$ cat src/rtl/seq_bin_to_bcd_if.sv
// Valid/ready bundle between a binary producer and the BCD converter.
interface seq_bin_to_bcd_if #(
  parameter int unsigned WIDTH  = 16,
  parameter int unsigned DIGITS = 5
);
  logic                  in_valid;
  logic                  in_ready;
  logic [WIDTH-1:0]      bin_in;
  logic                  out_valid;
  logic                  out_ready;
  logic [4*DIGITS-1:0]   bcd_out;
  logic [DIGITS-1:0]     blank;
  logic                  overflow;

  // Producer/consumer side: drives the value in and accepts the result
  modport master (
    output in_valid, bin_in, out_ready,
    input  in_ready, out_valid, bcd_out, blank, overflow
  );

  // Converter side
  modport slave (
    input  in_valid, bin_in, out_ready,
    output in_ready, out_valid, bcd_out, blank, overflow
  );
endinterface

$ cat src/rtl/seq_bin_to_bcd.sv
// Sequential binary-to-BCD converter: double dabble, one input bit per clock,
// with leading-zero blanking mask and saturating overflow.
module seq_bin_to_bcd #(
  parameter int unsigned WIDTH  = 16,
  parameter int unsigned DIGITS = 5
) (
  input  logic            clk,
  input  logic            reset,
  seq_bin_to_bcd_if.slave bus
);

  localparam int unsigned CW = $clog2(WIDTH + 1);
  localparam int unsigned BW = 4 * DIGITS;

  typedef enum logic [1:0] {
    IDLE  = 2'd0,
    SHIFT = 2'd1,
    DONE  = 2'd2
  } state_t;

  state_t          state, state_n;
  logic [WIDTH-1:0] sreg, sreg_n;
  logic [BW-1:0]    acc, acc_n;
  logic [CW-1:0]    cnt, cnt_n;
  logic             ovf_sticky, ovf_sticky_n;
  logic [BW-1:0]    bcd_q, bcd_n;
  logic [DIGITS-1:0] blank_q, blank_n;
  logic             ovf_q, ovf_n;

  logic [BW-1:0]    adj;
  logic [BW-1:0]    acc_sh;
  logic             ovf_fin;
  logic [BW-1:0]    bcd_fin;
  logic [DIGITS-1:0] blank_fin;
  logic             all_zero;
  logic             in_ready_c;
  logic             accept;

  // Ready is combinational from out_ready so DONE can hand over back-to-back
  assign in_ready_c    = (state == IDLE) || ((state == DONE) && bus.out_ready);
  assign accept        = bus.in_valid && in_ready_c;
  assign bus.in_ready  = in_ready_c;
  assign bus.out_valid = (state == DONE);
  assign bus.bcd_out   = bcd_q;
  assign bus.blank     = blank_q;
  assign bus.overflow  = ovf_q;

  // Add-3 adjust on every digit >= 5, then shift the next binary bit in
  always_comb begin
    adj = acc;
    for (int i = 0; i < int'(DIGITS); i++) begin
      if (acc[4*i +: 4] >= 4'd5) adj[4*i +: 4] = acc[4*i +: 4] + 4'd3;
    end
    acc_sh  = {adj[BW-2:0], sreg[WIDTH-1]};
    ovf_fin = ovf_sticky | adj[BW-1];
  end

  // Final result formatting: saturation to all nines and leading-zero mask
  always_comb begin
    all_zero  = 1'b1;
    blank_fin = '0;
    for (int i = int'(DIGITS) - 1; i >= 0; i--) begin
      if (acc_sh[4*i +: 4] != 4'd0) all_zero = 1'b0;
      blank_fin[i] = all_zero;
    end
    blank_fin[0] = 1'b0;
    bcd_fin      = acc_sh;
    if (ovf_fin) begin
      bcd_fin   = {DIGITS{4'h9}};
      blank_fin = '0;
    end
  end

  // Next-state and datapath update
  always_comb begin
    state_n      = state;
    sreg_n       = sreg;
    acc_n        = acc;
    cnt_n        = cnt;
    ovf_sticky_n = ovf_sticky;
    bcd_n        = bcd_q;
    blank_n      = blank_q;
    ovf_n        = ovf_q;

    case (state)
      IDLE: ;
      SHIFT: begin
        sreg_n       = {sreg[WIDTH-2:0], 1'b0};
        acc_n        = acc_sh;
        ovf_sticky_n = ovf_fin;
        cnt_n        = cnt - CW'(1);
        if (cnt == CW'(1)) begin
          state_n = DONE;
          bcd_n   = bcd_fin;
          blank_n = blank_fin;
          ovf_n   = ovf_fin;
        end
      end
      DONE: begin
        if (bus.out_ready && !bus.in_valid) state_n = IDLE;
      end
      default: state_n = IDLE;
    endcase

    // A new value can be taken from IDLE or straight out of DONE
    if (accept) begin
      state_n      = SHIFT;
      sreg_n       = bus.bin_in;
      acc_n        = '0;
      ovf_sticky_n = 1'b0;
      cnt_n        = CW'(WIDTH);
    end
  end

  // State and datapath registers
  always_ff @(posedge clk or posedge reset) begin
    if (reset) begin
      state      <= IDLE;
      sreg       <= '0;
      acc        <= '0;
      cnt        <= '0;
      ovf_sticky <= 1'b0;
      bcd_q      <= '0;
      blank_q    <= '0;
      ovf_q      <= 1'b0;
    end else begin
      state      <= state_n;
      sreg       <= sreg_n;
      acc        <= acc_n;
      cnt        <= cnt_n;
      ovf_sticky <= ovf_sticky_n;
      bcd_q      <= bcd_n;
      blank_q    <= blank_n;
      ovf_q      <= ovf_n;
    end
  end

endmodule

$ cat src/flat_wrapper.sv
// flat-port wrapper written by rule: the top's interface ports become plain ports
module seq_bin_to_bcd_flat 
#(
  parameter int unsigned WIDTH  = 16,
  parameter int unsigned DIGITS = 5
)
  (clk, reset, bus_in_valid, bus_bin_in, bus_out_ready, bus_in_ready, bus_out_valid, bus_bcd_out, bus_blank, bus_overflow);
  seq_bin_to_bcd_if #(.WIDTH(WIDTH), .DIGITS(DIGITS)) bus_i ();
  input  logic clk;
  input  logic reset;
  input wire logic [$bits(bus_i.in_valid)-1:0] bus_in_valid;
  input wire logic [$bits(bus_i.bin_in)-1:0] bus_bin_in;
  input wire logic [$bits(bus_i.out_ready)-1:0] bus_out_ready;
  output wire logic [$bits(bus_i.in_ready)-1:0] bus_in_ready;
  output wire logic [$bits(bus_i.out_valid)-1:0] bus_out_valid;
  output wire logic [$bits(bus_i.bcd_out)-1:0] bus_bcd_out;
  output wire logic [$bits(bus_i.blank)-1:0] bus_blank;
  output wire logic [$bits(bus_i.overflow)-1:0] bus_overflow;
  assign bus_i.in_valid = bus_in_valid;
  assign bus_i.bin_in = bus_bin_in;
  assign bus_i.out_ready = bus_out_ready;
  assign bus_in_ready = bus_i.in_ready;
  assign bus_out_valid = bus_i.out_valid;
  assign bus_bcd_out = bus_i.bcd_out;
  assign bus_blank = bus_i.blank;
  assign bus_overflow = bus_i.overflow;
  seq_bin_to_bcd #(.WIDTH(WIDTH), .DIGITS(DIGITS)) u_core (.clk(clk), .reset(reset), .bus(bus_i));
endmodule
$ cat config.mk
export PLATFORM = sky130hd
export DESIGN_NAME = seq_bin_to_bcd_flat
export DESIGN_NICKNAME = d
export VERILOG_FILES = /design/src/rtl/seq_bin_to_bcd_if.sv /design/src/rtl/seq_bin_to_bcd.sv /design/src/flat_wrapper.sv
export SDC_FILE = /design/constraint.sdc
export NUM_CORES = 1
export LEC_CHECK = 0
export BUFFER_PORTS_ARGS = -buffer_cell sky130_fd_sc_hd__buf_4
export CAP_MARGIN = 30
export CORE_UTILIZATION = 61
export DETAILED_ROUTE_END_ITERATION = 10
export PLACE_DENSITY = 0.84
export SYNTH_ARGS = -nofsm -noshare
export SYNTH_HDL_FRONTEND = slang
export SYNTH_SLANG_ARGS = --single-unit
$ cat constraint.sdc
create_clock -name clk -period 5.1 [get_ports clk]
set_clock_uncertainty 0.2 [all_clocks]
set_input_delay 1.02 -clock clk [delete_from_list [all_inputs] [get_ports clk]]
set_output_delay 1.02 -clock clk [all_outputs]
set_load 0.03 [all_outputs]
[Word level (Yosys, flattened, before mapping)]
Cells that the tools add are included.
Operators by class
  divide/modulo/power cells: 0
  bitwise gates (word level): 1
  multiply operators: 0
  mux-type cells: 23
  shifts and indexed selects: 0
  reductions and logical operators: 13
  equal/unequal tests: 6
  add/sub/neg operators: 6
  $lt $le $gt $ge: 5
Operators with widths (count)
  $mux W20: 3
  $mux W16: 2
  $add A4 B2 Y4 const B: 5
  $ge A4 B3 Y1 const B: 5
  $mux W4: 5
  $reduce_bool A4 Y1: 4
  $mux W5: 3
  $mux W1: 6
  $mux W2: 3
  $ne A3 B1 Y1 const B: 2
  $pmux W2 S3: 1
  $eq A5 B1 Y1 const B: 1
  $sub A5 B1 Y5 const B: 1
  $logic_and A1 B1 Y1: 3
  $reduce_and A3 Y1: 1
  $eq A2 B1 Y1 const B: 1
  $eq A2 B2 Y1 const B: 1
  $logic_not A2 Y1: 1
  $ne A2 B1 Y1 const B: 1
  $reduce_and A2 Y1: 1
  $reduce_bool A2 Y1: 1
  $logic_not A1 Y1: 1
  $logic_or A1 B1 Y1: 1
  $or A1 B1 Y1: 1
Storage, ports and cells
  flip-flop bits (word level): 70
  memories: 0
  memory bits (read-only): 0
  memory bits (writable): 0
  bits of input ports: 20
  latch bits: 0
  output and inout bits: 28

[Longest topological paths before layout]
Gate-level depths: netlist of the first run.
  word-level depth: 8
  gate-level depth with buffers: 8
  gate-level depth less buffers: 8

[Worst setup path after synthesis of the first run]
OpenSTA, ideal clock, no wires.
  path type: input port to output port
  start point: input port bus_out_ready
  end point: output port bus_in_ready
  slack: 2.269 ns
  stages: 2
  arrival: 1.611 ns
  buffers on the path: 0
  path through: inv_1 a21oi_1
On the way
  cells in the longest elaborated chain, start to end: 2
Ends and longest elaborated chain
  start, declared: line flat_wrapper.sv:13  | input wire logic [$bits(bus_i.out_ready)-1:0] bus_out_ready;
  $logic_and A1 B1 Y1: line seq_bin_to_bcd.sv:40  | assign in_ready_c = (state == IDLE) || ((state == DONE) && bus.out_ready);
  $logic_or A1 B1 Y1: line seq_bin_to_bcd.sv:40
  end, declared: line flat_wrapper.sv:14  | output wire logic [$bits(bus_i.in_ready)-1:0] bus_in_ready;
Every way passes these cells.

[Final worst setup path of the first run]
  start point: input port bus_out_ready
  end point: register u_core.cnt[0]
On the way
  cells in the longest elaborated chain, start to end: 4
  elaborated cells between the ends (all ways): 5
  classes of those cells: 1 x mux; 4 x reduce/logical
Ends and longest elaborated chain
  $logic_and A1 B1 Y1 (*): line seq_bin_to_bcd.sv:40
  $logic_or A1 B1 Y1 (*): line seq_bin_to_bcd.sv:40
  $logic_and A1 B1 Y1 (*): line seq_bin_to_bcd.sv:41  | assign accept = bus.in_valid && in_ready_c;
  $mux W5 / $reduce_bool A2 Y1 (equally long branches)
  end signal, assigned: line seq_bin_to_bcd.sv:130  | cnt <= cnt_n;
  end, declared: line seq_bin_to_bcd.sv:24  | logic [CW-1:0] cnt, cnt_n;
Mark *: on every way between the ends. The rest lies on a longest branch, timed or not.
A chain may end at the register's enable or synchronous reset.

==> metrics.yaml, run 1 <==
areaGrowthSynthToFinish_pct: 19.9
drive_above_1_share: 0.197
max-cap-violations: 0
finalPower_uw: 2870
synthMuxAreaShare: 0.0128
n_antenna_cell: 0
synth.avg_cell_area_um2: 9.57
seq_area_frac_synth: 0.520
antenna_found_initial: 0
synth_top_family_by_area: "simple AND/OR/NAND/NOR gates"
hold_buffers: 0
gr-usage-all-layers: 0.269
synth_area_um2: 3320
hold_viol: 0
synth_top_area_frac: 0.520
synth_top_area_cell: "dfrtp_1"
synthSimpleGateAreaFrac: 0.186
coreArea_um2: 5170
clock_sinks: 69
drtIter0Drc: 195
worst_pin_slew_ns: 0.854
cts_resized: 0
synth_xor_area_frac: 0.0211
finalSetupViolCount: 0
vias_per_cell: 5.69
synth-seq-cells: 69
r2r_setup_slack_ns: 2.48
slew-limit-headroom: 0.431
firstDrtPassIters: 5
cp_top_family: "simple AND/OR/NAND/NOR gates"
crit_path_start_kind: "primary input"
clkTransAtPathRegs_ns: 0.07
final.period_utilization: 0.546
dp_hpwl_um: 4740
dpl.cell_count: 448
die_w_um: 75.8
ant_nets: 0
worstSkewPairLatency_ns: 0.34
crit_chain: "buf_4 > inv_1 > a21oi_1 > and2_1 > nor2_1 > buf_4 > nand2_1 > o21ai_0"
start_util: 0.642
crit_type: "in2reg"
cts_inserted_buffers: 9
clockRootBuffer: "clkbuf_8"
status: "complete, no violations"
htree_levels: 3
cp_slowest_cell: "and2_1"
holdCritPathClass: "reg2reg"
die_y_um: 75.8
postCtsSetupBuffers: 0
cp_num_buf_inv: 3
cts_tree: "built"
async_flop_share: 1.00
netlist_instances: 347
stdcell_count: 465
setup_ws_ns: 2.31
finalMaxSlewViolations: 0
synth_top_cells_by_area: "dfrtp_1 (52%), nand2_1 (7.0%), ha_1 (4.5%)"
nNetsFinal: 422
yosys.cell_types.count: 42
cp.arrival_ns: 2.80
critPathMaxStageDelay_ns: 0.72
grt_max_degree: 39
crit_top_cell: "buf_4"
port_buffers: 46
synth_adder_area_share: 0.0452
synth_ff_type: "dfrtp_1"
final_common_cell: "dfrtp_1"
max_freq_mhz: 359
holdWs_ns: 0.283
ys_warn_count: 0
p_per_area_nw_per_um2: 722
tns_ns: 0
synth_edf_count: 0
wl_per_cell_um: 15.3
layout_common_cells: "dfrtp_1 (69), nand2_1 (62), buf_4 (50)"
wl_um: 7110
cp_max_fo: 23
grt-ovfl-total: 0
period_minus_slack_ns: 2.79
rows: 26
rsz0062_at_grt: "no"
ir_worst_vdd_mv: 0.419
required_ns: 5.12
grt_pass1_vias: 2404
synth-compound-area-share: 0.174
place_ws_ns: 1.97
num_vias: 2644
end_kind: "register"
gp_congestion: 0.849
grt_pass1_wl_um: 11200
die-area_um2: 5740
drc: 0
io_pins: 48
power_leakage_uw: 0.00190
cts_buffer_depth: 2
syn_nets: 379
-- where the power goes --
part           internal (µW)  total (µW)  switching, µW  leakage (µW)
sequential               789         993            204      0.000863
combinational            503        1300            797      0.000905
clock                    372         582            210      0.000129
-- path summary, 6_finish.rpt --
check	startpoint	to	cells past startpoint
worst max-delay path	bus_out_ready	u_core.cnt[0]$_DFFE_PP0P_	8
worst min-delay path	u_core.sreg[1]$_DFFE_PP0P_	u_core.sreg[1]$_DFFE_PP0P_	2
worst max register to register	u_core.cnt[1]$_DFFE_PP0P_	u_core.bus.blank[1]$_DFFE_PP0P_	9
worst min register to register	u_core.sreg[1]$_DFFE_PP0P_	u_core.sreg[1]$_DFFE_PP0P_	2
max in group asynchronous	reset	u_core.acc[19]$_DFFE_PP0P_	3
min in group asynchronous	reset	u_core.acc[9]$_DFFE_PP0P_	2
-- cells in the mapped netlist (3+ instances only) --
cell type / number
dfrtp_1: 69
nand2_1: 62
o21ai_0: 29
a21oi_1: 22
nor2_1: 19
inv_1: 15
a22oi_1: 14
clkbuf_1: 14
nand3_1: 14
ha_1: 12
nor3_1: 8
a22o_1: 7
nand2b_1: 7
nor3b_1: 7
xnor2_1: 6
a21o_1: 3
a31oi_1: 3
o31ai_1: 3
-- stage by stage --
stage / cell area, µm² / util
2_1_floorplan: 3320 / -
3_3_place_gp: 3710 / 0.717
3_5_place_dp: 3710 / 0.717
4_1_cts: 3970 / 0.768
5_1_grt: 3980 / 0.770
6_report: 3980 / 0.770
-- layer usage --
metal | GRT usage | share of wire | up-vias
met1 | 0.366 | 0.47 | 1258
met2 | 0.406 | 0.47 | 89
met4 | 0.158 | 0.023 | 0
met5 | 0 | 0 | -
li1 | - | - | 1284
met3 | 0.0463 | 0.044 | 13
-- tightest hold or removal path: cells and delay by family, from the launching register on --
kind | cells | cell delay [ns]
flops | 1 | 0.35
simple gates | 2 | 0.10
-- layout make-up --
| cell class | instances | area (µm²) |
|---|---|---|
| clock buffers | 9 | 124 |
| clock inverters | 7 | 138 |
| fillers | 356 | 1190 |
| inverters | 15 | 56.3 |
| multi-input cells | 244 | 1460 |
| flip-flops and latches | 69 | 1730 |
| well taps | 70 | 87.6 |
| repair buffers | 51 | 387 |
-- flip-flops by register name, indices dropped and copies added (netlist names) --
name                 flops
u_core.acc              20
u_core.bus.bcd_out      20
u_core.sreg             16
u_core.cnt               5
u_core.bus.blank         4
u_core.state             2
u_core.bus.overflow      1
u_core.ovf_sticky        1
-- cell families (layout without fill, tap and decap cells) --
logic type	count (synthesis)	in the layout
simple gates	130	130
flops	69	69
xor+xnor	8	8
other cells	1	1
compound gates	89	89
fa+ha+maj	12	12
mux	4	4
buf+inv	34	82
No activity file was read; power rests on OpenSTA's default activity.
==> inputs of run 2 (changes only) <==
Settings changed: CORE_UTILIZATION 61 to 57, PLACE_DENSITY 0.84 to 0.8.
Clock period 5.1 ns to 2.9 ns, I/O delays scaled along.
==> metrics.yaml, run 2 (synthesized netlist as in run 1, its figures left out) <==
rows: 27  # +3.8%
power_leakage_uw: 0.00188  # -0.79%
htree_levels: 3  # unchanged
nNetsFinal: 423  # +0.24%
die-area_um2: 6130  # +6.8%
worstSkewPairLatency_ns: 0.34  # about the same
die_y_um: 78.3  # +3.4%
cts_resized: 0  # unchanged
reg2reg_depth: 8  # -1
final_common_cell: "dfrtp_1"
status: "complete, no violations"
drc: 0  # unchanged
r2r_start: "u_core.cnt[1]$_DFFE_PP0P_"
drive_above_1_share: 0.199  # +0.00203
firstDrtPassIters: 4  # -1
die_w_um: 78.3  # +3.4%
port_buffers: 46  # unchanged
tns_ns: 0  # unchanged
vias_per_cell: 5.63  # -1.0%
cp_max_fo: 17  # -26%
cp.arrival_ns: 2.47  # -0.33 ns
r2r_end: "u_core.bus.bcd_out[1]$_DFFE_PP0P_"
crit_type: "reg2reg"
period_minus_slack_ns: 2.43
coreArea_um2: 5570  # +7.8%
ir_worst_vdd_mv: 0.602  # +43%
gp_congestion: 0.826  # -2.7%
slew-limit-headroom: 0.560  # +0.130
holdWs_ns: 0.0636  # -0.220 ns
antenna_found_initial: 0  # unchanged
r2r_setup_slack_ns: 0.47  # -2.01 ns
wl_um: 6980  # -1.9%
end_kind: "register"
ant_nets: 0  # unchanged
hold_viol: 0  # unchanged
p_per_area_nw_per_um2: 1230  # +70%
grt_max_degree: 48  # +23%
hold_buffers: 0  # unchanged
n_antenna_cell: 0  # unchanged
setup_ws_ns: 0.472  # -1.84 ns
final.period_utilization: 0.837
start_util: 0.596  # -0.0463
grt-ovfl-total: 0  # unchanged
finalSetupViolCount: 0  # unchanged
crit_path_start_kind: "register"
cts_buffer_depth: 2  # unchanged
place_ws_ns: 0.502  # -1.47 ns
worst_pin_slew_ns: 0.658  # -0.196 ns
grt_pass1_vias: 2713  # +13%
areaGrowthSynthToFinish_pct: 19.0
clkTransAtPathRegs_ns: 0.08  # about the same
gr-usage-all-layers: 0.255  # -0.0136
rsz0062_at_grt: "no"
drtIter0Drc: 131  # -33%
max_freq_mhz: 412
holdCritPathClass: "in2async"
grt_pass1_wl_um: 12100  # +8.3%
nFillCells: 449  # +26%
io_pins: 48  # unchanged
wl_per_cell_um: 14.9  # -2.5%
postCtsSetupBuffers: 0  # unchanged
finalMaxSlewViolations: 0  # unchanged
clock_sinks: 69  # unchanged
clockRootBuffer: "clkbuf_8"
required_ns: 2.95  # -2.17 ns
cts_inserted_buffers: 9  # unchanged
max-cap-violations: 0  # unchanged
layout_common_cells: "dfrtp_1 (69), nand2_1 (62), buf_4 (51)"
num_vias: 2634  # -0.38%
dp_hpwl_um: 4820  # +1.7%
cts_tree: "built"
-- run 2: cell types whose count changed in the layout (fill, tap and decap cells not counted), sizes merged --
cell | before | now
buf | 51 | 52
bufinv | 4 | 2
clkinv | 2 | 3
clkinvlp | 1 | 2
-- run 2: worst max path at each step --
stage,start,end,depth (start not counted)
after floorplan,reset,u_core.acc[0]$_DFFE_PP0P_,1
after global placement,u_core.acc[16]$_DFFE_PP0P_,u_core.bus.bcd_out[0]$_DFFE_PP0P_,8
after detailed placement,u_core.cnt[1]$_DFFE_PP0P_,u_core.bus.bcd_out[0]$_DFFE_PP0P_,8
after CTS,u_core.cnt[1]$_DFFE_PP0P_,u_core.bus.bcd_out[1]$_DFFE_PP0P_,8
after global routing,u_core.cnt[1]$_DFFE_PP0P_,u_core.bus.bcd_out[1]$_DFFE_PP0P_,8
final,u_core.cnt[1]$_DFFE_PP0P_,u_core.bus.bcd_out[1]$_DFFE_PP0P_,8
-- run 2: critical path, cell delays in order (launching register included) --
cell	delay (ns)
dfrtp_1	0.40
inv_1	0.09
ha_1	0.15
nor4b_4	0.26
nand2_2	0.28
a2111oi_4	0.29
buf_4	0.30
inv_1	0.14
o21ai_0	0.21
-- run 2: report_power, final --
group | switching (µW) | total [µW] | internal [µW]
Combinational | 1360 | 2250 | 888
Sequential | 360 | 1750 | 1390
Clock | 370 | 849 | 479
-- run 2: routing by layer --
metal,up-vias,global-route usage,routed length [µm]
li1,1278,-,-
met1,1294,0.324,3160
met2,51,0.431,3460
met3,11,0.0663,270
met4,0,0.0722,84
met5,-,0,0
-- run 2: cell type report --
class | count | area (µm²) | area share
Tap cell | 72 | 90.1 | 0.0228
Inverter | 15 | 56.3 | 0.0142
Sequential cell | 69 | 1730 | 0.437
Timing Repair Buffer | 52 | 403 | 0.102
Multi-Input combinational cell | 244 | 1460 | 0.370
Clock buffer | 9 | 124 | 0.0313
Clock inverter | 7 | 90.1 | 0.0228
-- run 2: metrics by stage --
step	cells	instance area (µm²)	util	power, µW
detailed placement	452	3740	0.671	4010
finish	468	3950	0.709	4850
global placement	452	3740	0.671	3910
CTS	468	3950	0.709	4870
floorplan	347	3320	-	3350
global route	468	3950	0.709	5240
